## src/rtl/glb_stream_reader.sv

```systemverilog
// glb_stream_reader
//   Reads a burst of words from a global buffer (GLB) and streams them out
//   through a valid/ready interface. A burst is requested with a one-cycle
//   start pulse carrying a base address and a word count. Reads are issued
//   one per cycle, the address wraps modulo DEPTH, and the returned data is
//   staged in a 2-entry FIFO so that stream backpressure never drops or
//   repeats a word.
//
// Ports
//   core_clk   : single clock, all flops on the rising edge
//   reset      : asynchronous, active-high
//   start      : one-cycle burst request (ignored while busy)
//   base_addr  : first word address, sampled with start
//   length     : word count 0..DEPTH, sampled with start
//   busy       : burst in progress (RUN or DRAIN)
//   done       : one-cycle pulse after the burst completes
//   re         : GLB read enable (registered)
//   raddr      : GLB read address (registered)
//   rdata      : GLB read data, valid by the end of a cycle with re=1
//   out_data   : stream data (FIFO head)
//   out_valid  : stream valid (FIFO non-empty)
//   out_ready  : stream backpressure
module glb_stream_reader #(
    parameter int DATA_WIDTH = 16,
    parameter int DEPTH      = 4,
    parameter int ADDR       = $clog2(DEPTH)
) (
    input  logic                  core_clk,
    input  logic                  reset,
    input  logic                  start,
    input  logic [ADDR-1:0]       base_addr,
    input  logic [ADDR:0]         length,
    output logic                  busy,
    output logic                  done,
    output logic                  re,
    output logic [ADDR-1:0]       raddr,
    input  logic [DATA_WIDTH-1:0] rdata,
    output logic [DATA_WIDTH-1:0] out_data,
    output logic                  out_valid,
    input  logic                  out_ready
);

    typedef enum logic [1:0] {
        IDLE  = 2'd0,
        RUN   = 2'd1,
        DRAIN = 2'd2
    } state_t;

    localparam logic [ADDR-1:0] LAST_ADDR = ADDR'(DEPTH - 1);
    localparam logic [ADDR-1:0] ADDR_ONE  = ADDR'(1);
    localparam logic [ADDR:0]   LEN_ONE   = (ADDR + 1)'(1);

    state_t                  state;
    logic [ADDR:0]           reads_left;   // reads still to be issued
    logic [ADDR-1:0]         next_addr;    // address of the next read

    // 2-entry FIFO
    logic [DATA_WIDTH-1:0]   fifo_mem [2];
    logic                    wr_ptr;
    logic                    rd_ptr;
    logic [1:0]              count;
    logic [1:0]              count_next;

    logic                    push;
    logic                    pop;

    function automatic logic [ADDR-1:0] wrap_inc(input logic [ADDR-1:0] a);
        if (a == LAST_ADDR) begin
            return '0;
        end
        return a + ADDR_ONE;
    endfunction

    // A read issued this cycle lands in the FIFO at the closing edge, so
    // re itself is the push strobe.
    assign push      = re;
    assign pop       = out_valid && out_ready;
    assign out_valid = (count != 2'd0);
    assign out_data  = fifo_mem[rd_ptr];
    assign busy      = (state != IDLE);

    always_comb begin
        count_next = count;
        if (push && !pop) begin
            count_next = count + 2'd1;
        end else if (!push && pop) begin
            count_next = count - 2'd1;
        end
    end

    // A new read is launched only when the FIFO occupancy after this edge
    // is below 2: that read then occupies the single in-flight slot and is
    // guaranteed a free entry when it lands one cycle later.
    always_ff @(posedge core_clk or posedge reset) begin
        if (reset) begin
            state       <= IDLE;
            done        <= 1'b0;
            re          <= 1'b0;
            raddr       <= '0;
            reads_left  <= '0;
            next_addr   <= '0;
            fifo_mem[0] <= '0;
            fifo_mem[1] <= '0;
            wr_ptr      <= 1'b0;
            rd_ptr      <= 1'b0;
            count       <= '0;
        end else begin
            done  <= 1'b0;
            count <= count_next;

            if (push) begin
                fifo_mem[wr_ptr] <= rdata;
                wr_ptr           <= ~wr_ptr;
            end
            if (pop) begin
                rd_ptr <= ~rd_ptr;
            end

            case (state)
                IDLE: begin
                    re <= 1'b0;
                    if (start) begin
                        if (length != '0) begin
                            // First read goes out in the cycle right after start.
                            state      <= RUN;
                            re         <= 1'b1;
                            raddr      <= base_addr;
                            next_addr  <= wrap_inc(base_addr);
                            reads_left <= length - LEN_ONE;
                        end else begin
                            done <= 1'b1;
                        end
                    end
                end

                RUN: begin
                    if (re && (reads_left == '0)) begin
                        // The final read is completing; nothing left to issue.
                        state <= DRAIN;
                        re    <= 1'b0;
                    end else if ((reads_left != '0) && (count_next < 2'd2)) begin
                        re         <= 1'b1;
                        raddr      <= next_addr;
                        next_addr  <= wrap_inc(next_addr);
                        reads_left <= reads_left - LEN_ONE;
                    end else begin
                        re <= 1'b0;
                    end
                end

                DRAIN: begin
                    re <= 1'b0;
                    // No pushes happen in DRAIN, so popping the last stored
                    // entry ends the burst.
                    if (pop && (count == 2'd1)) begin
                        state <= IDLE;
                        done  <= 1'b1;
                    end
                end

                default: begin
                    state <= IDLE;
                    re    <= 1'b0;
                end
            endcase
        end
    end

endmodule

```

## config.mk

```make
export PLATFORM = sky130hd
export DESIGN_NAME = glb_stream_reader
export DESIGN_NICKNAME = d
export VERILOG_FILES = /design/src/rtl/glb_stream_reader.sv
export SDC_FILE = /design/constraint.sdc
export NUM_CORES = 1
export LEC_CHECK = 0
export ABC_CLOCK_PERIOD_IN_PS = 5410
export BUFFER_PORTS_ARGS = -buffer_cell sky130_fd_sc_hd__buf_2
export CORE_ASPECT_RATIO = 0.8
export CORE_MARGIN = 3
export CORE_UTILIZATION = 30
export DETAILED_ROUTE_END_ITERATION = 7
export HOLD_SLACK_MARGIN = 0.1
export PLACE_DENSITY = 0.6
export SKIP_CTS_REPAIR_TIMING = 1
export SLEW_MARGIN = 10
export SYNTH_ARGS = -nofsm -noshare
export SYNTH_HDL_FRONTEND = slang
export SYNTH_SLANG_ARGS = --single-unit
export TNS_END_PERCENT = 5
```

## constraint.sdc

```tcl
create_clock -name core_clk -period 5.41 [get_ports core_clk]
set_clock_uncertainty 0.05 [all_clocks]
set_input_delay 1.082 -clock core_clk [delete_from_list [all_inputs] [get_ports core_clk]]
set_output_delay 1.082 -clock core_clk [all_outputs]
set_load 0.005 [all_outputs]
```

==> run metrics <==
outcome=complete, no violations; ANT cells=0; mapped cell area=2220 sq um; CTS sink count=47; CTS tree=yes; Inserted Clock Buffers=5; worst min-delay path class=reg -> reg; metal3 WL=153 microns; cell taking the most area after synthesis=dfrtp_1; CTS Buffer Depth=2; via count=1404; Unique masters post-synth=31; global-route wire length before repair=7044 microns; Std-Cell Rows=27; initial antenna violation count=0; WHS=0.4419 ns; flop and latch count out of synthesis=47; yosys warns=0; DR pass1 iterations=4; post-detail-place hpwl=2960 microns; GP Congestion=0.7353; I/O pins=47; required time of the critical path=4.28 ns; leading post-synthesis cells by cell area=dfrtp_1 (53%), mux2_2 (26%), ha_1 (3.9%); cell count after synthesis=171; maximum vdd drop=0.0002046 V; Leak=1.207 nW; syn avg cell area=12.98 sq um; post-route DRC violation count=0; layout cells sized above 1=50.00%; CP Capture Type=output pin; CTS root buffer=clkbuf_8; wirelength, routed=4131 microns; Starting Density=31.59%; hold violation count in the final report=0; Met1 Wirelength=1999 microns; Iteration-0 DRC Markers=32; register area share after synthesis=52.99%; setup_tns=0 ns; Crit Path Max Fanout=17; crit path kind=reg -> out; ys flop type=dfrtp_1; Clock transition at path regs=0.09 ns; final number of setup-violating endpoints=0; IO Port Bufs=46; CP Data Arrival Time=1.72 ns; GRT overflow=0; area growth from synthesis to layout=17.42%; WL per Instance=13.54 microns; die area=8473 sq um; CP startpoint kind=flop; non-filler instance count after layout=305; die height=82.94 microns; fraction of registers with async set/reset=100.0%; DRT antenna net count=0; Vias/cell=4.603; PwrDens=624.3 nW/um^2; Max-Cap Viols=0; GRT Util Overall=10.62%; Inst Count DP=297; Fmax=351.1 MHz; routed wl met2=1924 microns; Skew-Pair Late Insertion Delay=0.29 ns; number of flops mapped to enable cells by yosys=0; pin count of the biggest net entering global routing=48; Core Region=7027 sq um; Net count, final=249; top cell type's share of synthesized area=52.99%; die width=102.2 microns; H-tree depth=2; min Tclk post-route=2.849 ns; Syn Nets=203; crit share post-route=52.65%; final count of pins violating max slew=0; final core utilization=37.09%; Design Area, Final=2606 sq um; top sig layer=met4; headroom to the max-slew limit=35.99%; vias in the first global route=1407; RSZ-0062 raised after global routing=false; Slew @ Worst Pin=0.9587 ns; DP Area=2525 sq um
==> path summary, 6_finish.rpt <==
| kind | cells past startpoint | slack (ns) | startpoint | to |
|---|---|---|---|---|
| worst max-delay path | 2 | 2.56 | rd_ptr | out_data[15] |
| worst min-delay path | 1 | 0.44 | raddr[0] | raddr[0] |
| worst max register to register | 9 | 2.96 | count[0] | reads_left[2] |
| worst min register to register | 1 | 0.44 | raddr[0] | raddr[0] |
| max in group asynchronous | 2 | 3.76 | reset | next_addr[1] |
| min in group asynchronous | 2 | 0.95 | reset | rd_ptr |
==> area by class of cell <==
class	count	area, sq um
fillers	729	4420
flip-flops and latches	47	1176
multi-input cells	110	983.4
repair buffers	46	230.2
well taps	87	108.9
clock buffers	7	76.32
inverters	7	26.28
clock inverters	1	5.005
==> layout by cell type (no fill, tap or decap), drive strengths merged, types with 2 or more instances in the layout <==
master,Yosys,final
nor3,2,2
xor2,2,2
o31ai,3,3
nand2b,3,3
nor2b,2,2
dfrtp,47,47
mux2,53,53
or3,2,2
nor2,4,4
inv,7,7
mux2i,2,2
ha,7,7
nand2,18,18
clkbuf,3,7
buf,4,46
==> report_power, final <==
| group | internal [mW] | switching (mW) |
|---|---|---|
| combinational | 0.452 | 0.318 |
| sequential | 0.532 | 0.124 |
| clock | 0.0909 | 0.110 |
==> kinds of logic (layout without fill, tap and decap cells) <==
family	count (synthesis)	in the layout	share of synthesized area, %
xor+xnor	3	3	1.184
buf+inv	14	61	2.706
compound gates	10	10	4.171
fa+ha+maj	7	7	3.946
flops	47	47	52.99
simple gates	35	35	7.215
mux	55	55	27.79
==> critical path: stages, from the launching register on <==
cell     delay, ns
dfrtp_1       0.87
mux2_2        0.42
buf_2         0.13
==> flip-flops by register name, summed over array words and instances (netlist names) <==
signal	cells
raddr	2
wr_ptr	1
rd_ptr	1
reads_left	3
next_addr	2
fifo_mem	32
done	1
count	2
re	1
state	2
==> metrics by stage <==
step                      total power, mW  worst slack (ns)
after floorplan                     1.222             2.715
after global placement              1.428             2.479
after detailed placement            1.455             2.428
after CTS                           1.667             2.490
after global routing                1.779             2.411
final                               1.627             2.561
==> synth_stat cells, types with 2 or more instances <==
master / n
mux2_2: 51
dfrtp_1: 47
nand2_1: 18
ha_1: 7
inv_1: 7
nor2_1: 4
buf_2: 3
clkbuf_1: 3
nand2b_1: 3
mux2_1: 2
mux2i_1: 2
nor2b_1: 2
nor3_1: 2
or3_1: 2
xor2_1: 2
==> per-layer routing <==
metal | global-route usage, % | up-vias
met2 | 15.93 | 31
met1 | 14.59 | 682
met5 | 0 | -
met4 | 3.933 | 0
met3 | 2.855 | 4
li1 | - | 687
No activity file was read; power rests on OpenSTA's default activity.
